[config.mk]
export PLATFORM = sky130hd
export DESIGN_NAME = uart_rx_os_flat
export DESIGN_NICKNAME = d
export VERILOG_FILES = /design/src/rtl/uart_rx_os_pkg.sv /design/src/rtl/uart_rx_os_if.sv /design/src/rtl/uart_rx_os_sync2.sv /design/src/rtl/uart_rx_os.sv /design/src/flat_wrapper.sv
export SDC_FILE = /design/constraint.sdc
export NUM_CORES = 1
export LEC_CHECK = 0
export ABC_AREA = 1
export CORE_MARGIN = 1.5
export CORE_UTILIZATION = 60
export CTS_CLUSTER_DIAMETER = 30
export CTS_CLUSTER_SIZE = 24
export DETAILED_ROUTE_END_ITERATION = 8
export GPL_TIMING_DRIVEN = 1
export HOLD_SLACK_MARGIN = 0.05
export PLACE_DENSITY = 0.83
export SLEW_MARGIN = 20
export SYNTH_ARGS = -nofsm -noshare
export SYNTH_HDL_FRONTEND = slang
export SYNTH_SLANG_ARGS = --single-unit
[constraint.sdc]
create_clock -name clk -period 2.5 [get_ports clk]
set_input_delay 0.625 -clock clk [delete_from_list [all_inputs] [get_ports clk]]
set_output_delay 0.625 -clock clk [all_outputs]
set_load 0.01 [all_outputs]
[src/rtl/uart_rx_os_pkg.sv]
// uart_pkg: shared types and sizing helpers for the oversampled UART receiver.
//   parity_e    - parity mode selector (none / odd / even)
//   rx_state_e  - receive FSM states; BRK exists only when
//                 UART_RX_BREAK_DETECT_EN is defined
//   tick_cnt_w  - width of the os_tick counter for a given OVERSAMPLE
//   bit_cnt_w   - width of the bit counter for a given DATA_WIDTH
//   to_parity   - maps the integer PARITY parameter onto parity_e
package uart_pkg;

  typedef enum logic [1:0] {
    PAR_NONE,
    PAR_ODD,
    PAR_EVEN
  } parity_e;

  typedef enum logic [2:0] {
    IDLE,
    START,
    DATA,
    PAR,
    STOP
`ifdef UART_RX_BREAK_DETECT_EN
    , BRK
`endif
  } rx_state_e;

  function automatic int tick_cnt_w(input int oversample);
    return (oversample > 1) ? $clog2(oversample) : 1;
  endfunction

  function automatic int bit_cnt_w(input int data_width);
    return $clog2(data_width + 1);
  endfunction

  function automatic parity_e to_parity(input int p);
    case (p)
      1:       return PAR_ODD;
      2:       return PAR_EVEN;
      default: return PAR_NONE;
    endcase
  endfunction

endpackage

[src/rtl/uart_rx_os_if.sv]
// uart_rx_os_if: output handshake bundle of the UART receiver.
//   out_ready  - downstream accepts data this cycle
//   data_out   - received payload, LSB received first
//   data_valid - data_out / parity_err / frame_err are valid
//   parity_err - parity mismatch for the held frame
//   frame_err  - a stop bit was sampled low for the held frame
//   overrun    - sticky; a completed frame was dropped
// Modports: master = receiver side, slave = consumer side.
interface uart_rx_os_if #(
  parameter int DATA_WIDTH = 8
);
  logic                  out_ready;
  logic [DATA_WIDTH-1:0] data_out;
  logic                  data_valid;
  logic                  parity_err;
  logic                  frame_err;
  logic                  overrun;

  modport master (
    input  out_ready,
    output data_out, data_valid, parity_err, frame_err, overrun
  );

  modport slave (
    output out_ready,
    input  data_out, data_valid, parity_err, frame_err, overrun
  );
endinterface

[src/rtl/uart_rx_os_sync2.sv]
// uart_sync2: two-flop synchroniser for an asynchronous, idle-high input.
//   clk - destination clock
//   rst - synchronous active-high reset, both flops reset to 1
//   d   - asynchronous input
//   q   - synchronised output
module uart_sync2 (
  input  logic clk,
  input  logic rst,
  input  logic d,
  output logic q
);
  logic meta;

  always_ff @(posedge clk) begin
    if (rst) begin
      meta <= 1'b1;
      q    <= 1'b1;
    end else begin
      meta <= d;
      q    <= meta;
    end
  end
endmodule

[src/rtl/uart_rx_os.sv]
// uart_rx_os: oversampled UART receiver with valid/ready output.
//   clk       - system clock
//   rst       - synchronous active-high reset
//   os_tick   - one-clk strobe at OVERSAMPLE x baud
//   rx_serial - asynchronous serial line, idle high
//   rx_if     - uart_rx_os_if.master: out_ready in; data_out, data_valid,
//               parity_err, frame_err, overrun out
//   break_det - (only with UART_RX_BREAK_DETECT_EN) one-clk pulse per break
// Parameters: DATA_WIDTH (5..9), OVERSAMPLE (even, >=4),
//             PARITY (0 none, 1 odd, 2 even), STOP_BITS (1 or 2).
// Optional feature macro: UART_RX_BREAK_DETECT_EN.
module uart_rx_os
  import uart_pkg::*;
#(
  parameter int DATA_WIDTH = 8,
  parameter int OVERSAMPLE = 16,
  parameter int PARITY     = 0,
  parameter int STOP_BITS  = 1
) (
  input  logic clk,
  input  logic rst,
  input  logic os_tick,
  input  logic rx_serial,
  uart_rx_os_if.master rx_if
`ifdef UART_RX_BREAK_DETECT_EN
  , output logic break_det
`endif
);

  localparam int      TW    = tick_cnt_w(OVERSAMPLE);
  localparam int      BW    = bit_cnt_w(DATA_WIDTH);
  localparam parity_e PMODE = to_parity(PARITY);

  localparam logic [TW-1:0] TICK_HALF = TW'(OVERSAMPLE / 2 - 1);
  localparam logic [TW-1:0] TICK_LAST = TW'(OVERSAMPLE - 1);
  localparam logic [BW-1:0] BIT_LAST  = BW'(DATA_WIDTH - 1);
  localparam logic [BW-1:0] STOP_LAST = BW'(STOP_BITS - 1);

  logic rx_s;

  uart_sync2 u_sync (
    .clk (clk),
    .rst (rst),
    .d   (rx_serial),
    .q   (rx_s)
  );

  rx_state_e             state_q, state_d;
  logic [TW-1:0]         tick_q, tick_d;
  logic [BW-1:0]         bit_q, bit_d;
  logic [DATA_WIDTH-1:0] shreg_q, shreg_d;
  logic                  par_q, par_d;
  logic                  acc_ferr_q, acc_ferr_d;

  logic frame_done;
  logic frame_perr;
  logic frame_ferr;
  logic centre;
`ifdef UART_RX_BREAK_DETECT_EN
  logic brk_hit;
`endif

  always_ff @(posedge clk) begin
    if (rst) begin
      state_q    <= IDLE;
      tick_q     <= '0;
      bit_q      <= '0;
      shreg_q    <= '0;
      par_q      <= 1'b0;
      acc_ferr_q <= 1'b0;
    end else begin
      state_q    <= state_d;
      tick_q     <= tick_d;
      bit_q      <= bit_d;
      shreg_q    <= shreg_d;
      par_q      <= par_d;
      acc_ferr_q <= acc_ferr_d;
    end
  end

  assign centre = (tick_q == TICK_LAST);

  always_comb begin
    state_d    = state_q;
    tick_d     = tick_q;
    bit_d      = bit_q;
    shreg_d    = shreg_q;
    par_d      = par_q;
    acc_ferr_d = acc_ferr_q;
    frame_done = 1'b0;
`ifdef UART_RX_BREAK_DETECT_EN
    brk_hit    = 1'b0;
`endif
    if (os_tick) begin
      unique case (state_q)
        IDLE: begin
          if (!rx_s) begin
            state_d = START;
            tick_d  = '0;
          end
        end
        START: begin
          if (tick_q == TICK_HALF) begin
            if (rx_s) begin
              state_d = IDLE;
            end else begin
              state_d = DATA;
              tick_d  = '0;
              bit_d   = '0;
            end
          end else begin
            tick_d = tick_q + 1'b1;
          end
        end
        DATA: begin
          if (centre) begin
            tick_d  = '0;
            shreg_d = {rx_s, shreg_q[DATA_WIDTH-1:1]};
            if (bit_q == BIT_LAST) begin
              bit_d      = '0;
              par_d      = 1'b0;
              acc_ferr_d = 1'b0;
              state_d    = (PMODE == PAR_NONE) ? STOP : PAR;
            end else begin
              bit_d = bit_q + 1'b1;
            end
          end else begin
            tick_d = tick_q + 1'b1;
          end
        end
        PAR: begin
          if (centre) begin
            tick_d  = '0;
            par_d   = rx_s;
            state_d = STOP;
          end else begin
            tick_d = tick_q + 1'b1;
          end
        end
        STOP: begin
          if (centre) begin
            tick_d = '0;
`ifdef UART_RX_BREAK_DETECT_EN
            // Break: all-zero payload, zero parity and a low first stop bit.
            if (bit_q == '0 && shreg_q == '0 && !rx_s &&
                (PMODE == PAR_NONE || !par_q)) begin
              state_d = BRK;
              brk_hit = 1'b1;
            end else
`endif
            begin
              acc_ferr_d = acc_ferr_q | ~rx_s;
              if (bit_q == STOP_LAST) begin
                // Return to IDLE on this tick so a back-to-back start is seen.
                state_d    = IDLE;
                frame_done = 1'b1;
              end else begin
                bit_d = bit_q + 1'b1;
              end
            end
          end else begin
            tick_d = tick_q + 1'b1;
          end
        end
`ifdef UART_RX_BREAK_DETECT_EN
        BRK: begin
          if (rx_s) state_d = IDLE;
        end
`endif
        default: state_d = IDLE;
      endcase
    end
  end

  // Error status of the frame completing this cycle, including the stop
  // sample taken right now.
  always_comb begin
    frame_ferr = acc_ferr_d;
    unique case (PMODE)
      PAR_ODD:  frame_perr = ~(^shreg_q ^ par_q);
      PAR_EVEN: frame_perr = ^shreg_q ^ par_q;
      default:  frame_perr = 1'b0;
    endcase
  end

  logic [DATA_WIDTH-1:0] data_q;
  logic                  valid_q;
  logic                  perr_q;
  logic                  ferr_q;
  logic                  ovr_q;

  always_ff @(posedge clk) begin
    if (rst) begin
      data_q  <= '0;
      valid_q <= 1'b0;
      perr_q  <= 1'b0;
      ferr_q  <= 1'b0;
      ovr_q   <= 1'b0;
    end else begin
      if (valid_q && rx_if.out_ready) begin
        valid_q <= 1'b0;
        ovr_q   <= 1'b0;
      end
      if (frame_done) begin
        if (!valid_q || rx_if.out_ready) begin
          data_q  <= shreg_q;
          perr_q  <= frame_perr;
          ferr_q  <= frame_ferr;
          valid_q <= 1'b1;
        end else begin
          ovr_q <= 1'b1;
        end
      end
    end
  end

`ifdef UART_RX_BREAK_DETECT_EN
  always_ff @(posedge clk) begin
    if (rst) break_det <= 1'b0;
    else     break_det <= brk_hit;
  end
`endif

  assign rx_if.data_out   = data_q;
  assign rx_if.data_valid = valid_q;
  assign rx_if.parity_err = perr_q;
  assign rx_if.frame_err  = ferr_q;
  assign rx_if.overrun    = ovr_q;

endmodule

[src/flat_wrapper.sv]
// flat-port wrapper written by rule: the top's interface ports become plain ports
module uart_rx_os_flat import uart_pkg::*;
#(
  parameter int DATA_WIDTH = 8,
  parameter int OVERSAMPLE = 16,
  parameter int PARITY     = 0,
  parameter int STOP_BITS  = 1
)
  (clk, rst, os_tick, rx_serial, rx_if_out_ready, rx_if_data_out, rx_if_data_valid, rx_if_parity_err, rx_if_frame_err, rx_if_overrun);
  uart_rx_os_if #(.DATA_WIDTH(DATA_WIDTH)) rx_if_i ();
  input  logic clk;
  input  logic rst;
  input  logic os_tick;
  input  logic rx_serial;
  input wire logic [$bits(rx_if_i.out_ready)-1:0] rx_if_out_ready;
  output wire logic [$bits(rx_if_i.data_out)-1:0] rx_if_data_out;
  output wire logic [$bits(rx_if_i.data_valid)-1:0] rx_if_data_valid;
  output wire logic [$bits(rx_if_i.parity_err)-1:0] rx_if_parity_err;
  output wire logic [$bits(rx_if_i.frame_err)-1:0] rx_if_frame_err;
  output wire logic [$bits(rx_if_i.overrun)-1:0] rx_if_overrun;
  assign rx_if_i.out_ready = rx_if_out_ready;
  assign rx_if_data_out = rx_if_i.data_out;
  assign rx_if_data_valid = rx_if_i.data_valid;
  assign rx_if_parity_err = rx_if_i.parity_err;
  assign rx_if_frame_err = rx_if_i.frame_err;
  assign rx_if_overrun = rx_if_i.overrun;
  uart_rx_os #(.DATA_WIDTH(DATA_WIDTH), .OVERSAMPLE(OVERSAMPLE), .PARITY(PARITY), .STOP_BITS(STOP_BITS)) u_core (.clk(clk), .rst(rst), .os_tick(os_tick), .rx_serial(rx_serial), .rx_if(rx_if_i));
endmodule
==> run_summary.xml <==
<?xml version="1.0" encoding="UTF-8"?>
<metrics>
  <group name="floorplanning">
    <metric name="placeableCoreArea" unit="mm²">0.002545</metric>
    <metric name="start_util" unit="%">64.65</metric>
    <metric name="ioPinCount" unit="">17</metric>
    <metric name="die-width" unit="µm">55.37</metric>
    <metric name="design.die.area" unit="mm²">0.003065</metric>
    <metric name="fp.dieH" unit="µm">55.37</metric>
    <metric name="rows" unit="">18</metric>
  </group>
  <group name="timing">
    <metric name="final-hold-violation-count" unit="">0</metric>
    <metric name="setup_total_negative_slack" unit="ns">0</metric>
    <metric name="max_clock_freq" unit="MHz">531.8</metric>
    <metric name="finalMaxSlewViolations" unit="">0</metric>
    <metric name="worst_clock_skew" unit="ns">0.005379</metric>
    <metric name="final-setup-viol-count" unit="">0</metric>
    <metric name="period_needed" unit="ns">1.880</metric>
    <metric name="period_share" unit="%">75.21</metric>
    <metric name="hold_slack" unit="ns">0.4432</metric>
    <metric name="rsz0062_at_grt" unit="">false</metric>
  </group>
  <group name="synth">
    <metric name="synthCells" unit="">237</metric>
    <metric name="yosys.area_share.adder" unit="%">2.281</metric>
    <metric name="largest_family_of_logic_cells_by_synthesized_area" unit="">simple AND/OR/NAND/NOR gates</metric>
    <metric name="synth_cell_type_count" unit="">30</metric>
    <metric name="syn_avg_cell_area" unit="µm²">6.942</metric>
    <metric name="synth-compound-area-share" unit="%">13.23</metric>
    <metric name="synth-simple-area-share" unit="%">36.05</metric>
    <metric name="synth-xor-area-share" unit="%">1.065</metric>
    <metric name="synth.mux.area_fraction" unit="%">0</metric>
    <metric name="synth_sequential_area_ratio" unit="%">40.15</metric>
    <metric name="mappedNetlistArea" unit="mm²">0.001645</metric>
    <metric name="yosysWarnings" unit="">0</metric>
    <metric name="synthesis.nets" unit="">245</metric>
    <metric name="synth-seq-cells" unit="">33</metric>
  </group>
  <group name="flow_run">
    <metric name="maxCapViolations" unit="">0</metric>
  </group>
  <group name="routing">
    <metric name="vias_per_cell" unit="">5.181</metric>
    <metric name="count_of_nets_left_with_antenna_violations_after_detail_routing" unit="">0</metric>
    <metric name="dr.first_iter.drc_count" unit="">90</metric>
    <metric name="vias" unit="">1487</metric>
    <metric name="route.final.wire_length" unit="µm">3254</metric>
    <metric name="number_of_drc_violations_after_detailed_routing" unit="">0</metric>
    <metric name="drt-wirelength-per-cell" unit="µm">11.34</metric>
    <metric name="number_of_detailed_routing_iterations_run_before_antenna_repair" unit="">5</metric>
  </group>
  <group name="clock_tree">
    <metric name="worst_skew_pair.late_latency" unit="ns">0.34</metric>
    <metric name="cts-hold-fix-buffers" unit="">0</metric>
    <metric name="cts_repair_resize_count" unit="">0</metric>
    <metric name="path_clk_slew" unit="ns">0.10</metric>
    <metric name="cts_buffers" unit="">5</metric>
    <metric name="ctsRootBufferMaster" unit="">sky130_fd_sc_hd__clkbuf_4</metric>
    <metric name="clock_tree.htree_level_count" unit="">2</metric>
    <metric name="clkSinkCount" unit="">33</metric>
    <metric name="cts_max_path_buffers" unit="">2</metric>
    <metric name="cts_tree" unit="">yes</metric>
    <metric name="post-cts-setup-buffer-count" unit="">0</metric>
  </group>
  <group name="cells_and_area">
    <metric name="fillers" unit="">220</metric>
    <metric name="synthToLayoutAreaGrowth" unit="%">13.76</metric>
    <metric name="mostFrequentLayoutCells" unit="">sky130_fd_sc_hd__nand2_1, sky130_fd_sc_hd__nor2_1, sky130_fd_sc_hd__dfxtp_1, sky130_fd_sc_hd__o21ai_0</metric>
    <metric name="drive_above_1_share" unit="%">11.28</metric>
    <metric name="design.final.nets" unit="">264</metric>
    <metric name="layout_commonest_cell" unit="">sky130_fd_sc_hd__nand2_1</metric>
    <metric name="count_of_antenna_diodes_in_the_layout" unit="">0</metric>
  </group>
  <group name="critical_path">
    <metric name="timing.critical_path.from_type" unit="">register</metric>
    <metric name="worst_path_largest_cell_delay" unit="ns">0.55</metric>
    <metric name="cp-end-kind" unit="">output pin</metric>
    <metric name="timing.critical_path.required" unit="ns">1.88</metric>
    <metric name="critPathArrivalTime" unit="ns">1.26</metric>
    <metric name="critPathBufInv" unit="">1</metric>
    <metric name="cp_max_fanout" unit="">3</metric>
    <metric name="setup.worst_path.class" unit="">reg2out</metric>
    <metric name="crit_slowest_cell" unit="">sky130_fd_sc_hd__clkdlybuf4s50_1</metric>
    <metric name="critical_path.top_delay_family" unit="">buffers and inverters</metric>
    <metric name="cp_cell_sequence" unit="">clkdlybuf4s50_1</metric>
  </group>
  <group name="global_routing">
    <metric name="maximum_number_of_pins_on_one_net_before_global_route_repair" unit="">20</metric>
    <metric name="grt_antenna_before_repair" unit="">0</metric>
    <metric name="wire_length_of_the_first_global_routing_pass" unit="µm">5595</metric>
    <metric name="grt_pass1_vias" unit="">1296</metric>
    <metric name="track_usage" unit="%">22.90</metric>
    <metric name="globalRoute.totalOverflow" unit="">0</metric>
  </group>
  <group name="placement">
    <metric name="gp_congestion" unit="">0.8847</metric>
    <metric name="detailedPlacementHpwl" unit="µm">2311</metric>
    <metric name="io_buffer_count" unit="">15</metric>
  </group>
  <group name="min_path">
    <metric name="timing.hold.worst.class" unit="">reg2reg</metric>
  </group>
  <group name="run_status">
    <metric name="outcome" unit="">complete, no violations</metric>
  </group>
  <group name="power_and_ir_drop">
    <metric name="power.density" unit="mW/mm²">569.1</metric>
    <metric name="max-vdd-ir-drop" unit="mV">0.4803</metric>
    <metric name="finalPower" unit="mW">1.065</metric>
    <metric name="leakage_power_figure" unit="nW">0.8048</metric>
  </group>
</metrics>
-- metal layers --
| layer | vias to the layer above | routed length, µm | global-route usage [%] |
|---|---|---|---|
| li1 | 791 | - | - |
| met1 | 651 | 1614 | 31.31 |
| met2 | 38 | 1403 | 33.33 |
| met3 | 7 | 178 | 7.260 |
| met4 | 0 | 57 | 9.408 |
| met5 | - | 0 | 0 |
-- per-stage QoR --
| stage | utilization (%) | setup WS, ns | cell area (µm²) | instances |
|---|---|---|---|---|
| 2_1_floorplan | - | 1.061 | 1645 | 237 |
| 3_3_place_gp | 71.53 | 0.4594 | 1821 | 279 |
| 3_5_place_dp | 71.53 | 0.4225 | 1821 | 279 |
| 4_1_cts | 73.55 | 0.5973 | 1872 | 287 |
| 5_1_grt | 73.55 | 0.5540 | 1872 | 287 |
| 6_report | 73.55 | 0.6196 | 1872 | 287 |
-- cell usage after synthesis --
cell / count / area share [%]
sky130_fd_sc_hd__xnor2_1: 1 / 0.53
sky130_fd_sc_hd__ha_1: 3 / 2.3
sky130_fd_sc_hd__nand3_1: 13 / 4.0
sky130_fd_sc_hd__o21ai_1: 1 / 0.30
sky130_fd_sc_hd__inv_1: 18 / 4.1
sky130_fd_sc_hd__buf_4: 1 / 0.46
sky130_fd_sc_hd__buf_2: 1 / 0.30
sky130_fd_sc_hd__nand2_4: 2 / 1.4
sky130_fd_sc_hd__a21boi_2: 1 / 0.68
sky130_fd_sc_hd__dfxtp_1: 33 / 40
sky130_fd_sc_hd__nand3_2: 1 / 0.61
sky130_fd_sc_hd__nand2_1: 51 / 12
sky130_fd_sc_hd__clkbuf_1: 2 / 0.46
sky130_fd_sc_hd__nand3_4: 2 / 2.1
sky130_fd_sc_hd__nand2_2: 1 / 0.38
sky130_fd_sc_hd__inv_2: 5 / 1.1
sky130_fd_sc_hd__nor3_4: 1 / 0.99
sky130_fd_sc_hd__nand3b_1: 1 / 0.46
sky130_fd_sc_hd__clkinv_4: 1 / 0.53
sky130_fd_sc_hd__nor2_4: 1 / 0.68
sky130_fd_sc_hd__nor2_2: 3 / 1.1
sky130_fd_sc_hd__or2_2: 2 / 0.76
sky130_fd_sc_hd__nand4_1: 2 / 0.76
sky130_fd_sc_hd__nor2_1: 49 / 11
sky130_fd_sc_hd__o21a_1: 1 / 0.46
sky130_fd_sc_hd__a21oi_1: 18 / 5.5
sky130_fd_sc_hd__a21oi_2: 1 / 0.53
sky130_fd_sc_hd__xor2_1: 1 / 0.53
sky130_fd_sc_hd__o21ai_0: 19 / 5.8
sky130_fd_sc_hd__conb_1: 1 / 0.23
-- cell families after synthesis --
| kind of cell | Yosys count |
|---|---|
| AOI/OAI and AO/OA | 41 |
| xor gates and xnor gates | 2 |
| adders and majority gates | 3 |
| buffers and inverters | 28 |
| DFF | 33 |
| other | 1 |
| and+or+nand+nor | 129 |
-- layout make-up --
type,count,area [µm²],share of cell area [%]
multi-input cells,176,869.6,46.46
flip-flops and latches,33,660.6,35.29
repair buffers,16,157.7,8.422
inverters,24,95.09,5.080
clock buffers,6,41.29,2.206
well taps,30,37.54,2.005
clock inverters,2,10.01,0.5348
-- final timing paths --
kind / from / end / slack, ns / cells past startpoint
max: u_core.rx_if.data_valid / rx_if_data_valid / 0.62 / 1
min: u_core.u_sync.meta / u_core.u_sync.q / 0.44 / 1
max reg2reg: u_core.tick_q[0] / u_core.rx_if.data_out[6] / 0.84 / 6
min reg2reg: u_core.u_sync.meta / u_core.u_sync.q / 0.44 / 1
-- report_power, final --
part	switching (mW)	total [mW]	internal, mW	leakage, nW
clock network	0.182	0.289	0.107	0.0320
logic	0.142	0.217	0.0748	0.506
registers	0.0200	0.560	0.540	0.266
total	0.344	1.07	0.721	0.805
-- state kept, by name (all words and copies together) (netlist names) --
| signal | count |
|---|---|
| u_core.shreg_q | 8 |
| u_core.tick_q | 4 |
| u_core.rx_if.data_out | 8 |
| u_core.state_q | 3 |
| u_core.u_sync.q | 1 |
| u_core.bit_q | 4 |
| u_core.rx_if.frame_err | 1 |
| u_core.rx_if.data_valid | 1 |
| u_core.acc_ferr_q | 1 |
| u_core.rx_if.overrun | 1 |
| u_core.u_sync.meta | 1 |
Power figures use the tool's default switching activity.
